## src/rtl/bcd_countdown_timer_if.sv

```systemverilog
// Control and display bundle of the BCD countdown timer.
// The controller drives the i_* signals; the timer drives the o_* signals.
interface bcd_countdown_timer_if #(
  parameter int DIGITS = 4
);
  logic                  i_load;
  logic [4*DIGITS-1:0]   i_load_val;
  logic                  i_start;
  logic                  i_pause;
  logic [4*DIGITS-1:0]   o_digits;
  logic                  o_running;
  logic                  o_tick;
  logic                  o_done;

  modport master (
    output i_load, i_load_val, i_start, i_pause,
    input  o_digits, o_running, o_tick, o_done
  );

  modport slave (
    input  i_load, i_load_val, i_start, i_pause,
    output o_digits, o_running, o_tick, o_done
  );
endinterface

```

## src/rtl/bcd_countdown_timer.sv

```systemverilog
// Multi-digit BCD countdown timer with per-digit modulus, prescaler,
// load/start/pause control and optional auto-reload.
module bcd_countdown_timer #(
  parameter int                    DIGITS    = 4,
  parameter logic [4*DIGITS-1:0]   DIGIT_MAX = 16'h5959,
  parameter int                    TICK_DIV  = 50000000,
  parameter bit                    RELOAD    = 1'b0
) (
  input  logic                   clk,
  input  logic                   rst_n,
  bcd_countdown_timer_if.slave   bus
);
  localparam int W  = 4 * DIGITS;
  localparam int PW = (TICK_DIV > 1) ? $clog2(TICK_DIV) : 1;
  localparam logic [PW-1:0] PRESC_LAST = PW'(TICK_DIV - 1);

  typedef enum logic [1:0] {
    ST_IDLE  = 2'd0,
    ST_RUN   = 2'd1,
    ST_PAUSE = 2'd2
  } state_t;

  state_t          state_q;
  logic [W-1:0]    count_q;
  logic [W-1:0]    reload_q;
  logic [PW-1:0]   presc_q;
  logic            running_q;
  logic            tick_q;
  logic            done_q;

  logic [W-1:0]    load_clamped_d;
  logic [W-1:0]    count_dec_d;
  logic            count_zero_d;
  logic            dec_zero_d;
  logic            reload_zero_d;
  logic            start_ok_d;
  logic            pause_ok_d;

  // Any digit above its modulus (including A..F) saturates to that digit's maximum.
  function automatic logic [W-1:0] clamp_bcd(input logic [W-1:0] v);
    logic [W-1:0] r;
    r = {W{1'b0}};
    for (int i = 0; i < DIGITS; i++) begin
      if (v[4*i +: 4] > DIGIT_MAX[4*i +: 4]) begin
        r[4*i +: 4] = DIGIT_MAX[4*i +: 4];
      end else begin
        r[4*i +: 4] = v[4*i +: 4];
      end
    end
    return r;
  endfunction

  // Ripple-borrow decrement: a borrowing digit at 0 wraps to its own maximum.
  function automatic logic [W-1:0] dec_bcd(input logic [W-1:0] v);
    logic [W-1:0] r;
    logic         borrow;
    r      = {W{1'b0}};
    borrow = 1'b1;
    for (int i = 0; i < DIGITS; i++) begin
      if (!borrow) begin
        r[4*i +: 4] = v[4*i +: 4];
      end else if (v[4*i +: 4] == 4'd0) begin
        r[4*i +: 4] = DIGIT_MAX[4*i +: 4];
      end else begin
        r[4*i +: 4] = v[4*i +: 4] - 4'd1;
        borrow      = 1'b0;
      end
    end
    return r;
  endfunction

  // Next-value helpers and command qualification.
  always_comb begin
    load_clamped_d = clamp_bcd(bus.i_load_val);
    count_dec_d    = dec_bcd(count_q);
    count_zero_d   = (count_q == {W{1'b0}});
    dec_zero_d     = (count_dec_d == {W{1'b0}});
    reload_zero_d  = (reload_q == {W{1'b0}});
    start_ok_d     = bus.i_start && !bus.i_pause && (state_q != ST_RUN) && !count_zero_d;
    pause_ok_d     = bus.i_pause && !bus.i_start && (state_q == ST_RUN);
  end

  // Timer FSM with registered count, reload value and status pulses.
  always_ff @(posedge clk or negedge rst_n) begin
    if (!rst_n) begin
      state_q   <= ST_IDLE;
      count_q   <= {W{1'b0}};
      reload_q  <= {W{1'b0}};
      presc_q   <= {PW{1'b0}};
      running_q <= 1'b0;
      tick_q    <= 1'b0;
      done_q    <= 1'b0;
    end else begin
      tick_q <= 1'b0;
      done_q <= 1'b0;
      if (bus.i_load) begin
        count_q   <= load_clamped_d;
        reload_q  <= load_clamped_d;
        presc_q   <= {PW{1'b0}};
        state_q   <= ST_IDLE;
        running_q <= 1'b0;
      end else if (start_ok_d) begin
        // Resuming from PAUSE keeps the partial prescaler period.
        if (state_q == ST_IDLE) begin
          presc_q <= {PW{1'b0}};
        end else begin
          presc_q <= presc_q;
        end
        state_q   <= ST_RUN;
        running_q <= 1'b1;
      end else if (pause_ok_d) begin
        state_q   <= ST_PAUSE;
        running_q <= 1'b0;
      end else begin
        case (state_q)
          ST_RUN: begin
            if (presc_q == PRESC_LAST) begin
              presc_q <= {PW{1'b0}};
              tick_q  <= 1'b1;
              if (count_zero_d) begin
                // Only reachable with auto-reload: zero has been shown for a full period.
                if (RELOAD && !reload_zero_d) begin
                  count_q <= reload_q;
                end else begin
                  state_q   <= ST_IDLE;
                  running_q <= 1'b0;
                end
              end else begin
                count_q <= count_dec_d;
                if (dec_zero_d) begin
                  done_q <= 1'b1;
                  if (!RELOAD || reload_zero_d) begin
                    state_q   <= ST_IDLE;
                    running_q <= 1'b0;
                  end else begin
                    state_q <= ST_RUN;
                  end
                end else begin
                  state_q <= ST_RUN;
                end
              end
            end else begin
              presc_q <= presc_q + PW'(1);
            end
          end
          ST_IDLE, ST_PAUSE: begin
            state_q <= state_q;
          end
          default: begin
            state_q   <= ST_IDLE;
            running_q <= 1'b0;
          end
        endcase
      end
    end
  end

  assign bus.o_digits  = count_q;
  assign bus.o_running = running_q;
  assign bus.o_tick    = tick_q;
  assign bus.o_done    = done_q;

endmodule

```

## src/flat_wrapper.sv

```systemverilog
// flat-port wrapper written by rule: the top's interface ports become plain ports
module bcd_countdown_timer_flat 
#(
  parameter int                    DIGITS    = 4,
  parameter logic [4*DIGITS-1:0]   DIGIT_MAX = 16'h5959,
  parameter int                    TICK_DIV  = 50000000,
  parameter bit                    RELOAD    = 1'b0
)
  (clk, rst_n, bus_i_load, bus_i_load_val, bus_i_start, bus_i_pause, bus_o_digits, bus_o_running, bus_o_tick, bus_o_done);
  bcd_countdown_timer_if #(.DIGITS(DIGITS)) bus_i ();
  input  logic clk;
  input  logic rst_n;
  input wire logic [$bits(bus_i.i_load)-1:0] bus_i_load;
  input wire logic [$bits(bus_i.i_load_val)-1:0] bus_i_load_val;
  input wire logic [$bits(bus_i.i_start)-1:0] bus_i_start;
  input wire logic [$bits(bus_i.i_pause)-1:0] bus_i_pause;
  output wire logic [$bits(bus_i.o_digits)-1:0] bus_o_digits;
  output wire logic [$bits(bus_i.o_running)-1:0] bus_o_running;
  output wire logic [$bits(bus_i.o_tick)-1:0] bus_o_tick;
  output wire logic [$bits(bus_i.o_done)-1:0] bus_o_done;
  assign bus_i.i_load = bus_i_load;
  assign bus_i.i_load_val = bus_i_load_val;
  assign bus_i.i_start = bus_i_start;
  assign bus_i.i_pause = bus_i_pause;
  assign bus_o_digits = bus_i.o_digits;
  assign bus_o_running = bus_i.o_running;
  assign bus_o_tick = bus_i.o_tick;
  assign bus_o_done = bus_i.o_done;
  bcd_countdown_timer #(.DIGITS(DIGITS), .DIGIT_MAX(DIGIT_MAX), .TICK_DIV(TICK_DIV), .RELOAD(RELOAD)) u_core (.clk(clk), .rst_n(rst_n), .bus(bus_i));
endmodule
```

## config.mk

```make
export PLATFORM = sky130hd
export DESIGN_NAME = bcd_countdown_timer_flat
export DESIGN_NICKNAME = d
export VERILOG_FILES = /design/src/rtl/bcd_countdown_timer_if.sv /design/src/rtl/bcd_countdown_timer.sv /design/src/flat_wrapper.sv
export SDC_FILE = /design/constraint.sdc
export NUM_CORES = 1
export LEC_CHECK = 0
export ABC_AREA = 1
export BUFFER_PORTS_ARGS = -buffer_cell sky130_fd_sc_hd__buf_2
export CAP_MARGIN = 15
export CORE_MARGIN = 5
export CORE_UTILIZATION = 45
export DETAILED_ROUTE_END_ITERATION = 8
export GPL_ROUTABILITY_DRIVEN = 0
export HOLD_SLACK_MARGIN = 0.02
export PLACE_DENSITY_LB_ADDON = 0.25
export SETUP_SLACK_MARGIN = 0.1
export SLEW_MARGIN = 20
export SYNTH_ARGS = -nofsm -noshare
export SYNTH_HDL_FRONTEND = slang
export SYNTH_SLANG_ARGS = --single-unit
export TNS_END_PERCENT = 1
```

## constraint.sdc

```tcl
create_clock -name clk -period 2 [get_ports clk]
set_input_delay 0.1 -clock clk [delete_from_list [all_inputs] [get_ports clk]]
set_output_delay 0.1 -clock clk [all_outputs]
set_load 0.03 [all_outputs]
```

==> impl_metrics.csv <==
group,metric,value,unit
yosys,synthCells,514,
timing,tightest_slew,590,ps
route,post_drt_via_cell_ratio,5.28,
grt,grt_overflow,0,
timing,fin_worst_skew,5.85,ps
power,peakVddDrop,0.379,mV
power,powerDensity,744,nW/µm²
cts,cts_max_level,2,
yosys,synth_top_family_by_area,"simple AND/OR/NAND/NOR gates",
cts,clkSlewWorstSetupHoldPaths,90,ps
floorplanning,num_rows,32,
floorplanning,die_w,97.5,µm
floorplanning,die_h,97.5,µm
floorplanning,pin_count,40,
yosys,synth_compound_area_share,10.5,%
cts,cts.sink_count,47,
cts,cts_root_buffer,"clkbuf_8",
setup_path,crit_required,2210,ps
setup_path,start_kind,"flop",
yosys,syn-num-nets,536,
setup_path,worstPathMaxFanout,12,
final_layout,diodes,0,
route,wl,9450,µm
setup_path,critical_path_class,"reg -> reg",
placement,dp_hpwl,7280,µm
timing,slew_headroom,60.7,%
yosys,avgSynthCellArea,6.70,µm²
yosys,synth_area,3440,µm²
yosys,synth-simple-area-share,41.0,%
timing,setup_viol,0,
final_layout,final_util,54.6,%
power,p_leak,1.99,nW
cts,clk_path_buf_depth,2,
yosys,synth-seq-cells,47,
timing,fmax,546,MHz
cts,insertion_delay,310,ps
yosys,yosysSeqAreaShare,34.1,%
floorplanning,die-area,9500,µm²
yosys,synth_cell_types,42,
yosys,synth_xor_area_share,3.81,%
yosys,synthMuxAreaShare,0.291,%
final_layout,layout-drive-gt1-share,22.2,%
yosys,ys_async_sr_fraction,100,%
grt,grt_usage,19.8,%
timing,slew_violations,0,
placement,port_buffers,39,
final_layout,nNetsFinal,607,
yosys,synth_commonest_cells,"nand2_1 (142), inv_1 (67), nor2_1 (65)",
grt,grt_pass1_vias,3309,
grt,grt_pass1_wl,15700,µm
timing,rsz0062_at_grt,"true",
route,final_antenna_net_count,0,
route,drtPass1Iterations,5,
floorplanning,initial_core_util,45.3,%
route,vias,3630,
grt,grt_max_degree,32,
timing,timing.hold.ws,119,ps
yosys,ys_warn_count,0,
yosys,synthAdderAreaFrac,0.363,%
yosys,netlist.area_leader.share,34.1,%
power,power,3.09,mW
floorplanning,core_area,7610,µm²
yosys,synth_area_leaders,"dfrtp_1 (34%), nand2_1 (15%), inv_1 (7.3%), nor2_1 (7.1%), nand3_1 (5.4%)",
cts,numCtsBuffers,5,
cts,cts_tree,"done",
flow_run,maxCapViolCount,0,
timing,fin_crit,1830,ps
setup_path,crit_path_end_kind,"flop",
grt,antenna_found_initial,0,
final_layout,area_growth,20.6,%
timing,fin_crit_sh,91.5,%
route,wl_per_cell,13.7,µm
setup_path,crit_arrival,2040,ps
yosys,synth_most_common_cell,"nand2_1",
yosys,synthFlopType,"dfrtp_1",
hold_path,hold_class,"in -> reg",
timing,hold_viol_final,0,
route,dr.first_iter.drc_count,215,
yosys,yosys.area.top_type,"dfrtp_1",
yosys,synth-edff-count,0,
outcome,status,"completed",
route,drc,0,
## cell families (layout without fill, tap and decap cells)
kind of cell | count (synthesis) | in the layout
DFF | 47 | 47
muxes | 1 | 1
AOI/OAI and AO/OA | 60 | 60
xor gates and xnor gates | 15 | 15
and+or+nand+nor | 307 | 307
adders and majority gates | 1 | 1
buffers and inverters | 83 | 155
## sequential cells by signal, summed over array words and instances (netlist names)
| signal | cells |
|---|---|
| u_core.bus.o_done | 1 |
| u_core.bus.o_digits | 16 |
| u_core.bus.o_running | 1 |
| u_core.state_q | 2 |
| u_core.presc_q | 26 |
| u_core.bus.o_tick | 1 |
## timing repair
item	in CTS	in global routing
setup buffers	0	5
resized for setup	2	14
setup endpoints to repair	24	43
hold endpoints to repair	23	0
gates cloned	0	0
hold buffers	1	0
pin swaps	0	3
## critical path, cell delays in order (launching register included)
cell,delay [ps]
dfrtp_2,440
nor2_4,150
nand2_4,100
nor2_8,130
nand2_4,70
nor2_4,120
nand2_4,90
nand2_8,100
nand2_4,70
nand2_8,110
buf_6,160
o21bai_1,70
nand2_1,70
nor2_1,40
## final timing paths
check,from,end,slack [ps],cells after the start
min reg2reg,u_core.bus.o_running,u_core.bus.o_running,470,2
min in group asynchronous,rst_n,u_core.bus.o_digits[11],310,2
max,u_core.bus.o_digits[2],u_core.presc_q[4],170,13
max in group asynchronous,rst_n,u_core.presc_q[19],1130,3
max reg2reg,u_core.bus.o_digits[2],u_core.presc_q[4],170,13
min,bus_i_load_val[13],u_core.bus.o_digits[13],120,3
## report_power, final
part | switching [mW] | total, mW | internal, mW | leakage (nW)
clock network | 0.338 | 0.618 | 0.280 | 0.0482
logic | 0.849 | 1.30 | 0.452 | 1.32
registers | 0.112 | 1.17 | 1.06 | 0.624
total | 1.30 | 3.09 | 1.79 | 1.99
## per-stage QoR
step / setup WS, ps / cell area [µm²] / std cells / TNS [ps]
after floorplan: 116 / 3460 / 514 / 0
after global placement: 95.8 / 3960 / 674 / 0
after detailed placement: 44.4 / 3960 / 674 / 0
after CTS: 33.5 / 4070 / 683 / 0
after global routing: -1.66 / 4150 / 688 / -1.66
final: 170 / 4150 / 688 / 0
## area by class of cell
cell class	instances	area [µm²]
Tap cell	102	128
Multi-Input combinational cell	384	1970
Timing Repair Buffer	77	499
Inverter	70	277
Sequential cell	47	1190
Clock buffer	7	86.3
Clock inverter	1	5.00
Fill cell	774	3450
## layout by cell type, fill, tap and decap left out, types with 2 or more instances in the layout
master     Yosys  layout
nand2_1      142     140
nor2_4         2       5
dfrtp_1       47      38
nor2_1        65      63
dfrtp_2        0       9
nor3_1        29      26
o22ai_1        3       3
o21ai_0       23      23
clkbuf_8       0       6
nand2_4        5       6
xor2_1        14      14
buf_2          4      39
a2111oi_0      2       2
o21ai_1        8       8
o21bai_1       3       3
nand2_8        2       2
inv_1         67      65
nor2_2         3       2
nand3b_1       2       2
o21ai_2        6       6
nand4_1       10      10
a31oi_1        3       3
nor4_1         2       2
nor3_2         0       3
buf_4          2      35
nand2_2        4       5
a21oi_1        8       8
nand3_1       37      37
## routing by layer
| layer | global-route usage (%) | vias to the layer above | part of all wire (%) |
|---|---|---|---|
| met2 | 31.7 | 134 | 45 |
| li1 | - | 1786 | - |
| met1 | 27.6 | 1689 | 45 |
| met4 | 5.54 | 0 | 2.2 |
| met5 | 0 | - | 0 |
| met3 | 3.16 | 21 | 6.9 |
Note: power is estimated with default switching activity, not from simulation.
